--- src/rtl/spi_req_arb_pkg.sv ---
// Shared types and helpers for the SPI request arbiter.
package spi_req_arb_pkg;

    typedef enum logic [1:0] {
        StIdle,
        StIssue,
        StXfer,
        StDone
    } arb_state_e;

    // Width of a channel index; never narrower than one bit.
    function automatic int unsigned idx_width(input int unsigned n);
        return (n > 1) ? $clog2(n) : 1;
    endfunction

endpackage

--- src/rtl/spi_rr_arbiter.sv ---
// Combinational round-robin picker: first requester strictly after ptr, wrapping to 0.
module spi_rr_arbiter import spi_req_arb_pkg::*; #(
    parameter int unsigned NCH = 4,
    parameter int unsigned IW  = idx_width(NCH)
) (
    input  logic [NCH-1:0] req,
    input  logic [IW-1:0]  ptr,
    output logic [NCH-1:0] gnt,
    output logic [IW-1:0]  idx,
    output logic           vld
);

    logic [IW:0]    sh;
    logic [IW:0]    pos;
    logic [NCH-1:0] rot;

    always_comb begin
        sh  = {1'b0, ptr} + (IW+1)'(1);
        // rot[j] is the request of channel (ptr + 1 + j) mod NCH
        rot = NCH'({req, req} >> sh);
        pos = '0;
        idx = '0;
        for (int j = NCH - 1; j >= 0; j--) begin
            if (rot[j]) begin
                pos = sh + (IW+1)'(j);
                if (pos >= (IW+1)'(NCH)) begin
                    pos = pos - (IW+1)'(NCH);
                end
                idx = pos[IW-1:0];
            end
        end
        vld = |req;
        gnt = vld ? (NCH'(1) << idx) : '0;
    end

endmodule

--- src/rtl/spi_req_arbiter.sv ---
// N-channel round-robin arbiter in front of a single SPI flash controller.
// Define SPI_REQ_ARB_WATCHDOG_EN to abort transfers stuck in XFER for TO_CYCLES cycles.
module spi_req_arbiter import spi_req_arb_pkg::*; #(
    parameter int unsigned NCH       = 4,
    parameter int unsigned DSIZE     = 8,
    parameter int unsigned CSIZE     = 3,
    parameter int unsigned LSIZE     = 24,
    parameter int unsigned TO_CYCLES = 65535
) (
    input  logic                 clock,
    input  logic                 rst,
    input  logic                 clk_en,
    input  logic [NCH-1:0]       m_request,
    input  logic [NCH*CSIZE-1:0] m_req_cmd,
    input  logic [NCH*LSIZE-1:0] m_req_len,
    input  logic [NCH*LSIZE-1:0] m_req_wr_len,
    output logic [NCH-1:0]       m_busy,
    output logic [NCH-1:0]       m_finish,
    output logic [NCH-1:0]       m_err,
    input  logic [NCH-1:0]       m_wr_vld,
    input  logic [NCH*DSIZE-1:0] m_wr_data,
    output logic [NCH-1:0]       m_wr_ready,
    output logic [NCH-1:0]       m_wr_last,
    input  logic [NCH-1:0]       m_rd_ready,
    output logic [NCH-1:0]       m_rd_vld,
    output logic [DSIZE-1:0]     m_rd_data,
    output logic [NCH-1:0]       m_rd_last,
    output logic                 s_request,
    output logic [CSIZE-1:0]     s_req_cmd,
    output logic [LSIZE-1:0]     s_req_len,
    output logic [LSIZE-1:0]     s_req_wr_len,
    input  logic                 s_busy,
    input  logic                 s_finish,
    output logic                 s_wr_vld,
    output logic [DSIZE-1:0]     s_wr_data,
    input  logic                 s_wr_ready,
    input  logic                 s_wr_last,
    output logic                 s_rd_ready,
    input  logic                 s_rd_vld,
    input  logic [DSIZE-1:0]     s_rd_data,
    input  logic                 s_rd_last
);

    localparam int unsigned IW = idx_width(NCH);

    arb_state_e     state_q;
    logic [IW-1:0]  ptr_q;
    logic [IW-1:0]  gnt_q;
    logic [IW-1:0]  arb_idx;
    logic [NCH-1:0] arb_gnt;
    logic           arb_vld;
    logic [CSIZE-1:0] sel_cmd;
    logic [LSIZE-1:0] sel_len;
    logic [LSIZE-1:0] sel_wr_len;
    logic           in_xfer;
    logic           timeout;

    // Controller busy carries no information the FSM needs beyond s_finish.
    logic unused_busy;
    assign unused_busy = s_busy;

    spi_rr_arbiter #(
        .NCH (NCH),
        .IW  (IW)
    ) u_rr (
        .req (m_request),
        .ptr (ptr_q),
        .gnt (arb_gnt),
        .idx (arb_idx),
        .vld (arb_vld)
    );

    always_comb begin
        sel_cmd    = '0;
        sel_len    = '0;
        sel_wr_len = '0;
        for (int i = 0; i < NCH; i++) begin
            if (arb_idx == IW'(i)) begin
                sel_cmd    = m_req_cmd[i*CSIZE +: CSIZE];
                sel_len    = m_req_len[i*LSIZE +: LSIZE];
                sel_wr_len = m_req_wr_len[i*LSIZE +: LSIZE];
            end
        end
    end

`ifdef SPI_REQ_ARB_WATCHDOG_EN
    localparam int unsigned WDW = $clog2(TO_CYCLES + 1);

    logic [WDW-1:0] wd_cnt;

    assign timeout = (wd_cnt == WDW'(TO_CYCLES - 1));

    always_ff @(posedge clock or posedge rst) begin
        if (rst) begin
            wd_cnt <= '0;
            m_err  <= '0;
        end else if (clk_en) begin
            m_err <= '0;
            if (state_q == StIssue) begin
                wd_cnt <= '0;
            end else if (state_q == StXfer) begin
                wd_cnt <= wd_cnt + WDW'(1);
                // A real finish on the timeout cycle wins over the error.
                if (timeout && !s_finish) begin
                    m_err <= m_busy;
                end
            end
        end
    end
`else
    logic unused_to;
    assign unused_to = TO_CYCLES[0];
    assign timeout   = 1'b0;
    assign m_err     = '0;
`endif

    always_ff @(posedge clock or posedge rst) begin
        if (rst) begin
            state_q      <= StIdle;
            ptr_q        <= IW'(NCH - 1);
            gnt_q        <= '0;
            s_request    <= 1'b0;
            s_req_cmd    <= '0;
            s_req_len    <= '0;
            s_req_wr_len <= '0;
            m_busy       <= '0;
            m_finish     <= '0;
        end else if (clk_en) begin
            s_request <= 1'b0;
            m_finish  <= '0;
            unique case (state_q)
                StIdle: begin
                    if (arb_vld) begin
                        gnt_q        <= arb_idx;
                        s_req_cmd    <= sel_cmd;
                        s_req_len    <= sel_len;
                        s_req_wr_len <= sel_wr_len;
                        s_request    <= 1'b1;
                        m_busy       <= arb_gnt;
                        state_q      <= StIssue;
                    end
                end
                StIssue: state_q <= StXfer;
                StXfer: begin
                    if (s_finish || timeout) begin
                        m_finish <= m_busy;
                        state_q  <= StDone;
                    end
                end
                StDone: begin
                    m_busy  <= '0;
                    ptr_q   <= gnt_q;
                    state_q <= StIdle;
                end
                default: state_q <= StIdle;
            endcase
        end
    end

    assign in_xfer   = (state_q == StXfer);
    assign m_rd_data = in_xfer ? s_rd_data : '0;

    always_comb begin
        s_wr_vld   = 1'b0;
        s_wr_data  = '0;
        s_rd_ready = 1'b0;
        m_wr_ready = '0;
        m_wr_last  = '0;
        m_rd_vld   = '0;
        m_rd_last  = '0;
        for (int i = 0; i < NCH; i++) begin
            if (in_xfer && gnt_q == IW'(i)) begin
                s_wr_vld      = m_wr_vld[i];
                s_wr_data     = m_wr_data[i*DSIZE +: DSIZE];
                s_rd_ready    = m_rd_ready[i];
                m_wr_ready[i] = s_wr_ready;
                m_wr_last[i]  = s_wr_last;
                m_rd_vld[i]   = s_rd_vld;
                m_rd_last[i]  = s_rd_last;
            end
        end
    end

endmodule

--- config.mk ---
export PLATFORM = sky130hd
export DESIGN_NAME = spi_req_arbiter
export DESIGN_NICKNAME = d
export VERILOG_FILES = /design/src/rtl/spi_req_arb_pkg.sv /design/src/rtl/spi_rr_arbiter.sv /design/src/rtl/spi_req_arbiter.sv
export SDC_FILE = /design/constraint.sdc
export NUM_CORES = 1
export LEC_CHECK = 0
export CAP_MARGIN = 40
export CORE_AREA = 2 2 141 143
export CTS_CLUSTER_DIAMETER = 60
export DETAILED_ROUTE_END_ITERATION = 8
export DIE_AREA = 0 0 143 145
export GPL_TIMING_DRIVEN = 0
export PLACE_DENSITY_LB_ADDON = 0.25
export SETUP_SLACK_MARGIN = 0.4
export SKIP_LAST_GASP = 1
export SLEW_MARGIN = 5
export SYNTH_ARGS = -nofsm -noshare
export SYNTH_HDL_FRONTEND = slang
export SYNTH_SLANG_ARGS = --single-unit
--- constraint.sdc ---
create_clock -name clock -period 2.53 [get_ports clock]
set_input_delay 0.506 -clock clock [delete_from_list [all_inputs] [get_ports clock]]
set_output_delay 0.506 -clock clock [all_outputs]
set_load 0.005 [all_outputs]
==> flow_summary_export.csv <==
group,metric,value,unit
pwr,p_sw_share,34.2,%
layout,drive_above_1_share,20.4,%
worst_setup_path,critPathBufInv,4,
layout,antenna_cells,0,
sta,final.setup.worst_slack,0.256,ns
floorplan,rows,51,
synthesis,ys.warnings.count,0,
worst_setup_path,slowest_delay,0.48,ns
pwr,power_leakage,0.00401,µW
routing,wirelength,19.3,mm
routing,viasPerCell,4.48,
placement,dp.cells,1048,
synthesis,ys_seq_elements,66,
layout,fin_cells,1099,
hold_path,hold_start,"s_req_wr_len[8]",
floorplan,die_h,145,µm
synthesis,yosysTopAreaCellShare,36.6,%
routing,ant_nets,0,
routing,drc_errors,0,
routing,dr_total_vias,4923,
sta,clock_skew,0.00798,ns
worst_setup_path,startpoint_type,"flop",
placement,port_buffers,357,
layout,final_nets,1097,
synthesis,avgSynthCellArea,10.4,µm²
worst_setup_path,worst_path_most_repeated_cell,"buf_6",
cts,clk_latency,0.33,ns
synthesis,synth_top_cell_by_area,"dfrtp_1",
worst_setup_path,crit_path_max_fanout,5,
sta,slew_violations,0,
cts,numCtsBuffers,9,
pwr,p_sw,2640,µW
synthesis,synth.yosys.seq_area_share,37.8,%
sta,min_period,2.27,ns
worst_setup_path,cp.arrival,1.77,ns
sta,hold_viol,0,
cts,htreeDepth,3,
floorplan,coreArea,19200,µm²
placement,place_congestion,0.754,
pwr,internal_power,5080,µW
routing,wire_per_inst,17.6,µm
synthesis,yosysMostFrequentCell,"mux2i_1",
worst_setup_path,r2r_start,"ptr_q[1]",
worst_setup_path,required,2.02,ns
global_route,track_usage,18.1,%
placement,hpwl,14.8,mm
worst_setup_path,cp_slowest_cell,"mux4_2",
cts,clk_pin_slew,0.05,ns
placement,pre_cts_ws,-0.221,ns
routing,first_iter_violations,141,
synthesis,synth_area,4370,µm²
cts,clk_path_buf_depth,2,
worst_setup_path,path_cells,"buf_6 -> buf_12 -> buf_6 -> mux4_2 -> and2_4 -> buf_6",
pwr,p_clk_share,15.0,%
hold_path,min_path_type,"flop to flop",
sta,period_share,89.9,%
global_route,grt_pass1_wl,28.9,mm
routing,dr.pass1.iters,4,
global_route,grt_pass1_vias,5213,
worst_setup_path,r2r_slack,0.53,ns
pwr,totalPowerFinal,7720,µW
hold_path,hold_depth,2,
floorplan,initial_core_util,22.8,%
cts,clkSinkCount,66,
sta,tightest_slew,0.774,ns
layout,syn2layout_area_growth,109,%
synthesis,ys_types,34,
sta,rsz0062_at_grt,"true",
hold_path,hold_end,"s_req_wr_len[8]",
worst_setup_path,r2r_cells,7,
synthesis,netlist_top_cells_count,"mux2i_1, nand2_1, dfrtp_1, o221ai_1, and2_1",
global_route,grt-ovfl-total,0,
worst_setup_path,reg2reg_to,"s_req_len[11]",
status,status,"completed",
sta,fin_tns_setup,0,ns
global_route,antenna_found_initial,0,
cts,cts-root-buf,"clkbuf_16",
worst_setup_path,path_class,"flop to output pin",
synthesis,async_reset_ff_share,100,%
sta,max_freq,440,MHz
synthesis,ys.flop_type,"dfrtp_1",
global_route,grt_max_degree,35,
sta,slew_headroom,48.3,%
pwr,ir_worst_vdd,0.368,mV
synthesis,synth_area_leaders,"dfrtp_1, mux2i_1, o221ai_1, nand2_1, mux4_2",
sta,setup-violations-final,0,
flow_run,cap_violations,0,
worst_setup_path,end_kind,"output pin",
pwr,power_density,845,nW/µm²
floorplan,die_w,143,µm
cts,cts_tree,"built",
worst_setup_path,cp_top_family,"multiplexers",
synthesis,netlist_instances,421,
synthesis,synth_edf_count,0,
cts,holdBufCountCts,0,
pwr,combPwrFrac,61.6,%
floorplan,io_pins,363,
floorplan,dieArea,20700,µm²
pwr,seq_power_share,23.4,%
metal layers:
| metal | up-vias | global-route usage [%] | wire length [µm] |
|---|---|---|---|
| li1 | 2374 | - | - |
| met2 | 230 | 33.5 | 10000 |
| met5 | - | 0 | 0 |
| met4 | 0 | 5.50 | 347 |
| met3 | 21 | 4.69 | 1580 |
| met1 | 2298 | 20.1 | 7380 |
sequential cells by signal, indices dropped and copies added, names as in the netlist:
signal	flops
s_req_len	24
s_req_wr_len	24
m_busy	4
ptr_q	2
gnt_q	2
state_q	2
s_request	1
s_req_cmd	3
m_finish	4
kinds of logic (layout without fill, tap and decap cells):
| kind of cell | count (synthesis) | count (layout) | synth area share (%) |
|---|---|---|---|
| and+or+nand+nor | 119 | 119 | 12.9 |
| adders and majority gates | 3 | 3 | 0.859 |
| muxes | 115 | 115 | 29.3 |
| other | 1 | 4 | 0.0858 |
| AOI/OAI and AO/OA | 69 | 69 | 13.0 |
| DFF | 66 | 66 | 37.8 |
| buffers and inverters | 48 | 458 | 6.07 |
cell usage in the layout, fill, tap and decap left out, types with 5 or more instances in the layout:
cell / Yosys / routed
buf_2: 5 / 8
clkdlybuf4s50_1: 0 / 319
clkbuf_16: 0 / 12
and2_4: 0 / 17
clkbuf_2: 0 / 22
buf_4: 9 / 30
nor2_1: 7 / 5
inv_1: 8 / 6
clkinv_2: 0 / 5
o221ai_1: 51 / 49
and2_1: 34 / 17
dfrtp_1: 64 / 64
mux2i_1: 103 / 99
mux4_2: 10 / 10
nand2_1: 67 / 66
dlygate4sd2_1: 0 / 7
buf_6: 3 / 33
worst max-delay path by stage:
| stage | start | end | slack, ns | cells after the start |
|---|---|---|---|---|
| 2_1_floorplan | gnt_q[0] | s_wr_data[3] | 0.61 | 4 |
| 3_3_place_gp | m_request[3] | s_req_len[6] | -0.48 | 6 |
| 3_5_place_dp | m_request[3] | s_req_len[13] | -0.22 | 7 |
| 4_1_cts | gnt_q[0] | s_wr_data[6] | 0.20 | 6 |
| 5_1_grt | gnt_q[0] | s_wr_data[4] | 0.19 | 6 |
| 6_report | gnt_q[0] | s_wr_data[4] | 0.26 | 6 |
per-stage QoR:
| stage | area, µm² | util, % | hold WS (ns) |
|---|---|---|---|
| detailed placement | 8320 | 43.3 | 0.472 |
| CTS | 8960 | 46.7 | 0.488 |
| finish | 9140 | 47.6 | 0.484 |
| global placement | 8290 | 43.2 | 0.469 |
| floorplan | 4390 | - | 0.480 |
| global route | 9140 | 47.6 | 0.508 |
worst reg2reg max path, stage by stage (launching register included):
cell and delay [ns]:
dfstp_2 0.59, mux2i_1 0.20, o221a_2 0.23, buf_8 0.15, buf_12 0.14, buf_6 0.16
mux2i_1 0.24, o221ai_1 0.15
timing repair:
item	4_1_cts	5_1_grt
gates cloned	1	0
endpoints found under the setup margin	87	85
pin swaps	16	8
setup buffers	27	7
resized for setup	144	97
layout make-up:
type / count / area, µm²
Buffer: 40 / 385
Clock buffer: 10 / 239
Clock inverter: 6 / 32.5
Fill cell: 1797 / 10100
Inverter: 8 / 33.8
Multi-Input combinational cell: 310 / 2590
Sequential cell: 66 / 1650
Tap cell: 265 / 332
Timing Repair Buffer: 394 / 3870
power by group through the flow:
stage          combinational (µW)  clock, µW  sequential (µW)
6_report                     4760       1160             1800
5_1_grt                      5140       1240             1870
4_1_cts                      4590       1190             1810
3_5_place_dp                 4060          0             1810
3_3_place_gp                 4050          0             1790
2_1_floorplan                1960          0             1820
Power figures use the tool's default switching activity.
